--- config.mk ---
export PLATFORM = sky130hd
export DESIGN_NAME = irq_trap_ctrl
export DESIGN_NICKNAME = d
export VERILOG_FILES = /design/src/rtl/irq_trap_ctrl.sv
export SDC_FILE = /design/constraint.sdc
export NUM_CORES = 1
export LEC_CHECK = 0
export CAP_MARGIN = 10
export CORE_UTILIZATION = 53
export CTS_CLUSTER_DIAMETER = 40
export CTS_CLUSTER_SIZE = 10
export DETAILED_ROUTE_END_ITERATION = 8
export MAX_ROUTING_LAYER = met4
export PLACE_DENSITY = 0.95
export SYNTH_ARGS = -nofsm -noshare
export SYNTH_HDL_FRONTEND = slang
export SYNTH_SLANG_ARGS = --single-unit
export TNS_END_PERCENT = 1
--- constraint.sdc ---
create_clock -name clk -period 5.8 [get_ports clk]
set_input_delay 1.16 -clock clk [delete_from_list [all_inputs] [get_ports clk]]
set_output_delay 1.16 -clock clk [all_outputs]
set_load 0.005 [all_outputs]
--- src/rtl/irq_trap_ctrl.sv ---
// irq_trap_ctrl: machine-mode interrupt/trap controller.
//   Takes the CLINT software and timer IRQ levels plus an asynchronous
//   external IRQ. Holds mstatus.MIE/MPIE, mie, mip, mtvec, mepc and mcause.
//   It picks the highest-priority enabled interrupt and raises a held trap
//   request. It commits trap state on trap_ack and restores MIE on mret.
// Ports:
//   clk, reset (async, active-low)
//   msw_irq, mtimer_irq : CLINT levels, synchronous to clk
//   mext_irq            : external IRQ level, asynchronous
//   csr_we/csr_addr/csr_wdata/csr_rdata : CSR access; the read is combinational
//   epc_in, trap_ack, mret : pipeline handshake
//   trap_req, trap_pc, mepc_out : trap request, handler target, return target
module irq_trap_ctrl #(
  parameter int          SYNC_STAGES = 2,
  parameter logic [31:0] MTVEC_RESET = 32'h0000_0100
) (
  input  logic        clk,
  input  logic        reset,
  input  logic        msw_irq,
  input  logic        mtimer_irq,
  input  logic        mext_irq,
  input  logic        csr_we,
  input  logic [11:0] csr_addr,
  input  logic [31:0] csr_wdata,
  output logic [31:0] csr_rdata,
  input  logic [31:0] epc_in,
  input  logic        trap_ack,
  input  logic        mret,
  output logic        trap_req,
  output logic [31:0] trap_pc,
  output logic [31:0] mepc_out
);

  localparam logic [11:0] A_MSTATUS = 12'h300;
  localparam logic [11:0] A_MIE     = 12'h304;
  localparam logic [11:0] A_MTVEC   = 12'h305;
  localparam logic [11:0] A_MEPC    = 12'h341;
  localparam logic [11:0] A_MCAUSE  = 12'h342;
  localparam logic [11:0] A_MIP     = 12'h344;

  typedef enum logic [0:0] {ST_IDLE = 1'b0, ST_REQ = 1'b1} state_t;

  // MODE values 2 and 3 are stored as direct mode (0). The stored bit 1 is always 0.
  function automatic logic [31:0] legal_mtvec(input logic [31:0] d);
    return {d[31:2], 1'b0, d[0] & ~d[1]};
  endfunction

  state_t                 state_r, state_nxt_s;
  logic [SYNC_STAGES-1:0] ext_sync_r;
  logic                   msip_r, mtip_r;
  logic                   mie_bit_r, mpie_r;
  logic                   msie_r, mtie_r, meie_r;
  logic [31:0]            mtvec_r, mepc_r, mcause_r, trap_pc_r;
  logic [3:0]             code_r, win_code_s;
  logic                   trap_req_r, trap_req_nxt_s;
  logic                   meip_s, fire_s, latch_s, commit_s, mret_ok_s;
  logic [2:0]             pend_s;
  logic [31:0]            vec_pc_s;

  assign meip_s = ext_sync_r[SYNC_STAGES-1];
  assign pend_s = {meip_s & meie_r, msip_r & msie_r, mtip_r & mtie_r};
  assign fire_s = mie_bit_r & (|pend_s);

  // Winner code and handler target. The order is MEI, then MSI, then MTI.
  always_comb begin
    if (pend_s[2]) begin
      win_code_s = 4'd11;
    end else if (pend_s[1]) begin
      win_code_s = 4'd3;
    end else if (pend_s[0]) begin
      win_code_s = 4'd7;
    end else begin
      win_code_s = 4'd0;
    end
    if (mtvec_r[0]) begin
      vec_pc_s = {mtvec_r[31:2], 2'b00} + {26'd0, win_code_s, 2'b00};
    end else begin
      vec_pc_s = {mtvec_r[31:2], 2'b00};
    end
  end

  // Next state and trap request.
  always_comb begin
    state_nxt_s    = state_r;
    trap_req_nxt_s = trap_req_r;
    latch_s        = 1'b0;
    commit_s       = 1'b0;
    case (state_r)
      ST_IDLE: begin
        if (fire_s) begin
          state_nxt_s    = ST_REQ;
          trap_req_nxt_s = 1'b1;
          latch_s        = 1'b1;
        end else begin
          trap_req_nxt_s = 1'b0;
        end
      end
      ST_REQ: begin
        if (trap_ack) begin
          state_nxt_s    = ST_IDLE;
          trap_req_nxt_s = 1'b0;
          commit_s       = 1'b1;
        end else begin
          trap_req_nxt_s = 1'b1;
        end
      end
      default: begin
        state_nxt_s    = ST_IDLE;
        trap_req_nxt_s = 1'b0;
      end
    endcase
  end

  assign mret_ok_s = mret & (state_r == ST_IDLE);

  // Synchroniser for the external IRQ and registered copies of the CLINT levels.
  always_ff @(posedge clk or negedge reset) begin
    if (!reset) begin
      ext_sync_r <= '0;
      msip_r     <= 1'b0;
      mtip_r     <= 1'b0;
    end else begin
      ext_sync_r <= {ext_sync_r[SYNC_STAGES-2:0], mext_irq};
      msip_r     <= msw_irq;
      mtip_r     <= mtimer_irq;
    end
  end

  // FSM state. The code and target are latched at fire and held while in REQ.
  always_ff @(posedge clk or negedge reset) begin
    if (!reset) begin
      state_r    <= ST_IDLE;
      trap_req_r <= 1'b0;
      code_r     <= 4'd0;
      trap_pc_r  <= {MTVEC_RESET[31:2], 2'b00};
    end else begin
      state_r    <= state_nxt_s;
      trap_req_r <= trap_req_nxt_s;
      if (latch_s) begin
        code_r    <= win_code_s;
        trap_pc_r <= vec_pc_s;
      end
    end
  end

  // CSR state. A trap commit overrides a same-cycle write to mstatus, mepc or mcause.
  always_ff @(posedge clk or negedge reset) begin
    if (!reset) begin
      mie_bit_r <= 1'b0;
      mpie_r    <= 1'b0;
      msie_r    <= 1'b0;
      mtie_r    <= 1'b0;
      meie_r    <= 1'b0;
      mtvec_r   <= legal_mtvec(MTVEC_RESET);
      mepc_r    <= 32'd0;
      mcause_r  <= 32'd0;
    end else begin
      if (commit_s) begin
        mpie_r    <= mie_bit_r;
        mie_bit_r <= 1'b0;
        mepc_r    <= epc_in & 32'hFFFF_FFFC;
        mcause_r  <= {1'b1, 27'd0, code_r};
      end else if (mret_ok_s) begin
        mie_bit_r <= mpie_r;
        mpie_r    <= 1'b1;
      end else if (csr_we && csr_addr == A_MSTATUS) begin
        mie_bit_r <= csr_wdata[3];
        mpie_r    <= csr_wdata[7];
      end else if (csr_we && csr_addr == A_MEPC) begin
        mepc_r    <= csr_wdata & 32'hFFFF_FFFC;
      end else if (csr_we && csr_addr == A_MCAUSE) begin
        mcause_r  <= csr_wdata;
      end
      if (csr_we && csr_addr == A_MIE) begin
        msie_r <= csr_wdata[3];
        mtie_r <= csr_wdata[7];
        meie_r <= csr_wdata[11];
      end
      if (csr_we && csr_addr == A_MTVEC) begin
        mtvec_r <= legal_mtvec(csr_wdata);
      end
    end
  end

  // Combinational CSR read mux.
  always_comb begin
    case (csr_addr)
      A_MSTATUS: csr_rdata = {24'd0, mpie_r, 3'd0, mie_bit_r, 3'd0};
      A_MIE:     csr_rdata = {20'd0, meie_r, 3'd0, mtie_r, 3'd0, msie_r, 3'd0};
      A_MIP:     csr_rdata = {20'd0, meip_s, 3'd0, mtip_r, 3'd0, msip_r, 3'd0};
      A_MTVEC:   csr_rdata = mtvec_r;
      A_MEPC:    csr_rdata = mepc_r;
      A_MCAUSE:  csr_rdata = mcause_r;
      default:   csr_rdata = 32'd0;
    endcase
  end

  assign trap_req = trap_req_r;
  assign trap_pc  = trap_pc_r;
  assign mepc_out = mepc_r;

endmodule

# ---- Yosys cells after proc, flatten, opt, wreduce, memory -nomap -nowiden
# Cells that the tools add are included.
dict set report op_classes {
  eq_ne 9
  mux 26
  n_bitwise 8
  n_reduce_logical 11
  add_sub_neg 1
}
# op n
set op_table {}
lappend op_table {{$mux 32} 10}
lappend op_table {{$pmux 32 s6} 1}
lappend op_table {{$eq 12x10->1 const B} 6}
lappend op_table {{$add 32x6->32} 1}
lappend op_table {{$mux 1} 11}
lappend op_table {{$mux 4} 2}
lappend op_table {{$and 1x1->1} 6}
lappend op_table {{$ne 2x2->1 const B} 3}
lappend op_table {{$logic_and 1x1->1} 5}
lappend op_table {{$reduce_and 4->1} 1}
lappend op_table {{$reduce_bool 2->1} 2}
lappend op_table {{$mux 3} 1}
lappend op_table {{$reduce_and 3->1} 1}
lappend op_table {{$reduce_bool 3->1} 1}
lappend op_table {{$reduce_or 3->1} 1}
lappend op_table {{$not 1->1} 2}
lappend op_table {{$pmux 1 s2} 1}
dict set report totals {
  in_bits 84
  reg_bits 141
  output_inout_bits 97
}

# ---- Depth between registers and ports, before layout
dict set report depth {
  word_depth 7
  depth_mapped 10
  mapped_depth_nobuf 10
}

# ---- Worst setup path after synthesis
# OpenSTA, ideal clock, no wires.
dict set report synth_timing {
  kind {in2out}
  start {input csr_addr[5]}
  end {output csr_rdata[10]}
  stages 8
  t_arrival_ns 2.663
  t_required_ns 4.640
  slack_ns 1.977
  cell_sequence {or3_1 buf_6 nor3b_1 and2_1 buf_2 buf_2 a222oi_1 inv_1}
}
dict set report synth_between {
  elab_chain_cells 2
}
# item line_no
set synth_lines {}
lappend synth_lines {{start: declaration} 23} ;# input logic [11:0] csr_addr,
lappend synth_lines {{$eq 12x10->1} 187} ;# case (csr_addr)
lappend synth_lines {{$pmux 32 s6 (*)} 187}
lappend synth_lines {{end: declaration} 25} ;# output logic [31:0] csr_rdata,
# Every way passes the cells marked *; elsewhere a longest branch is shown, timed or not.

# ---- Worst setup path in the final report
dict set report layout_timing {
  start {input csr_addr[0]}
  end {output csr_rdata[29]}
}
# The elaborated chain is that of the path after synthesis.

==> impl_metrics.json <==
{
  "critPathMaxFanout": 22,
  "regArea_um2": 3406,
  "path_class": "primary input to output port",
  "numCtsBuffers": 17,
  "critPathSlowestCell": "clkdlybuf4s50_1",
  "leakage_nw": 4.059,
  "async_reset_ff_share_pct": 100.0,
  "clk_pin_slew_worst_paths_ps": 60,
  "tightestPinTransition_ps": 1045,
  "clkSinkCount": 136,
  "syn-cell-area_um2": 6879,
  "routedWlPerCell_um": 18.67,
  "yosys.area.top_type": "dfrtp_1",
  "finalSetupTns_ps": 0,
  "drc": 0,
  "synthSimpleGateAreaFrac_pct": 16.68,
  "place_congestion": 0.9382,
  "io_pins": 181,
  "wirelength_um": 19550,
  "grt_max_degree": 100,
  "netlist.area_leader.share_pct": 48.74,
  "gr-total-overflow": 0,
  "cts_setup_buffers": 0,
  "critPathArrivalTime_ps": 3980,
  "grt_pass1_vias": 6018,
  "required_ps": 4640,
  "max-slew-margin-rel_pct": 30.36,
  "finalCritPeriodShare_pct": 88.56,
  "htreeDepth": 4,
  "finalCriticalPeriod_ps": 5136,
  "hpwl_um": 13680,
  "reg2reg_slack_ps": 2580,
  "pwr-share-seq_pct": 42.5,
  "cts_tree": "done",
  "synthXorXnorAreaFrac_pct": 3.183,
  "ys_seq_elements": 136,
  "yosysWarnings": 0,
  "swShare_pct": 21.63,
  "power.switching_w": 0.0005199,
  "skew_ps": 5.394,
  "drv_slew": 0,
  "start_util_pct": 54.51,
  "via_per_inst": 5.963,
  "fp.dieW_um": 115.9,
  "final_cell_mix": "clkdlybuf4s50_1 (173), dfrtp_1 (134), nand2_1 (132)",
  "synth.yosys.seq_area_share_pct": 49.51,
  "layout-drive-gt1-share_pct": 9.257,
  "cp_cell_sequence": "clkdlybuf4s50_1 > or2b_2 > or3_4 > nor2_2 > buf_12 > a222oi_1 > inv_1 > clkdlybuf4s50_1",
  "finalSetupViolCount": 0,
  "clock.fmax_ghz": 0.1947,
  "synth_cell_type_count": 59,
  "cp_num_buf_inv": 4,
  "rows": 41,
  "cp.depth": 8,
  "clock_power_share_pct": 48.8,
  "grt_pass1_wl_um": 30870,
  "synthFlopType": "dfrtp_1",
  "coreArea_um2": 12620,
  "cts_hold_buf": 0,
  "worstHoldStart": "ext_sync_r[0]",
  "ant_nets": 0,
  "synth.avg_cell_area_um2": 9.799,
  "timing.rr.end": "trap_pc[27]",
  "hold_viol": 0,
  "cpMostUsedCell": "clkdlybuf4s50_1",
  "num-fill-cells": 844,
  "numPortBuffers": 174,
  "hold_depth": 0,
  "cts_root_buffer": "clkbuf_16",
  "dieHeight_um": 115.9,
  "finalPower_w": 0.002404,
  "intPower_w": 0.001884,
  "p_comb_share_pct": 8.7,
  "synth_top_family_by_area": "simple AND/OR/NAND/NOR gates",
  "post-place-cells": 1015,
  "clkLatencyLatePin_ps": 420,
  "maxCapViolCount": 0,
  "die_area_um2": 13440,
  "status": "complete, no violations",
  "synth-edff-count": 0,
  "synth_fa_ha_area_share_pct": 1.019,
  "synthMuxAreaShare_pct": 10.00,
  "multi_input_area_um2": 3064,
  "mostFrequentLayoutCell": "clkdlybuf4s50_1",
  "reg2reg_depth": 8,
  "cpPeakStageDelay_ps": 670,
  "ys_top_cells_by_area": "dfrtp_1 (49%), nand2_1 (7.2%), mux2i_1 (5.1%), mux2_2 (4.1%), a222oi_1 (4.1%)",
  "area_growth_pct": 35.58,
  "num_vias": 6243,
  "rsz0062_at_grt": "no",
  "cts_resized": 0,
  "vdd_drop_max_mv": 0.2055,
  "n_antenna_cell": 0,
  "stdcell_count": 1047,
  "nets": 951,
  "grtUsageTotal_pct": 31.53,
  "finalInstanceArea_um2": 9326,
  "hold_path.class": "flip-flop to flip-flop",
  "first_pass_iters": 9,
  "netlist_instances": 702,
  "hold_path_end": "ext_sync_r[1]",
  "drt_iter0_drc": 701,
  "synth_compound_area_share_pct": 13.40,
  "place_area_um2": 8681,
  "antenna_found_initial": 0,
  "r2r_start": "meie_r",
  "critPathCaptureType": "output port",
  "cp-start-kind": "primary input",
  "power.density_nw_per_um2": 257.8,
  "clockBufferDepth": 2,
  "critical-path-top-delay-family": "buffers and inverters"
}
## per-layer routing
layer | GRT usage [%] | up-vias | share of wire [%] | wire (um)
met5 | - | - | 0 | 0
met2 | 47.34 | 371 | 47 | 9277
met1 | 40.58 | 2998 | 39 | 7676
li1 | - | 2803 | - | -
met3 | 6.433 | 71 | 9.2 | 1807
met4 | 16.15 | 0 | 4.0 | 790
## metrics by stage
stage                     worst slack [ps]  hold WS [ps]  utilization [%]
after floorplan                       1977         331.2                -
after global placement               781.6         335.2            68.79
after detailed placement             724.0         337.1            68.79
after CTS                            701.8         349.9            73.90
after global routing                 549.6         368.9            73.90
final                                663.8         350.8            73.90
## final cells by class
type | instances | share of cell area, %
Timing Repair Buffer | 187 | 19.87
Sequential cell | 136 | 36.52
Tap cell | 172 | 2.307
Multi-Input combinational cell | 482 | 32.85
Clock inverter | 12 | 2.133
Inverter | 38 | 1.529
Clock buffer | 20 | 4.789
## sequential cells by signal (all words and copies together), names as in the netlist
signal	flops
meie_r	1
mepc_out	30
mcause_r	32
mtie_r	1
mtip_r	1
mie_bit_r	1
ext_sync_r	2
mtvec_r	31
msip_r	1
trap_pc	30
trap_req	1
code_r	3
mpie_r	1
msie_r	1
## cell usage after synthesis (5+ instances only)
cell and count:
buf_2 11, and3_1 9, a21oi_1 36, mux2_2 25
and2_1 5, o21ai_1 30, nor3_1 10, xor2_1 20
xnor2_1 5, mux2i_1 35, dfrtp_1 134, nand2_1 132
mux2_1 5, a222oi_1 28, nand4_1 15, clkbuf_1 26
inv_1 38, nand3_1 18, nor2_1 17, o21ai_0 36
## worst register-to-register path, stage by stage (launching register included)
cell and delay [ps]:
dfrtp_1 400, a222oi_1 650, inv_1 140, ha_1 310
a21oi_1 80, o22ai_1 700, nand3_1 250, or4_1 520
nand3_1 100
## power by group through the flow
stage | Clock (W) | Sequential, W | Combinational (W)
finish | 0.00117 | 0.00102 | 0.000209
global route | 0.00123 | 0.00102 | 0.000228
CTS | 0.00118 | 0.00102 | 0.000210
detailed placement | 0 | 0.00104 | 0.000208
global placement | 0 | 0.00103 | 0.000202
floorplan | 0 | 0.00103 | 0.0000538
## kinds of logic (layout without fill, tap and decap cells)
logic type | count (synthesis) | after routing
and+or+nand+nor | 237 | 237
adders and majority gates | 5 | 5
xor gates and xnor gates | 25 | 25
other | 1 | 4
muxes | 65 | 65
buffers and inverters | 87 | 257
AOI/OAI and AO/OA | 146 | 146
DFF | 136 | 136
## worst max path at each step
stage | start | end | slack, ps
floorplan | csr_addr[5] | csr_rdata[10] | 1980
global placement | csr_addr[0] | csr_rdata[29] | 780
detailed placement | csr_addr[0] | csr_rdata[29] | 720
CTS | csr_addr[0] | csr_rdata[19] | 700
global route | csr_addr[0] | csr_rdata[31] | 550
finish | csr_addr[0] | csr_rdata[29] | 660
Power figures use the tool's default switching activity.
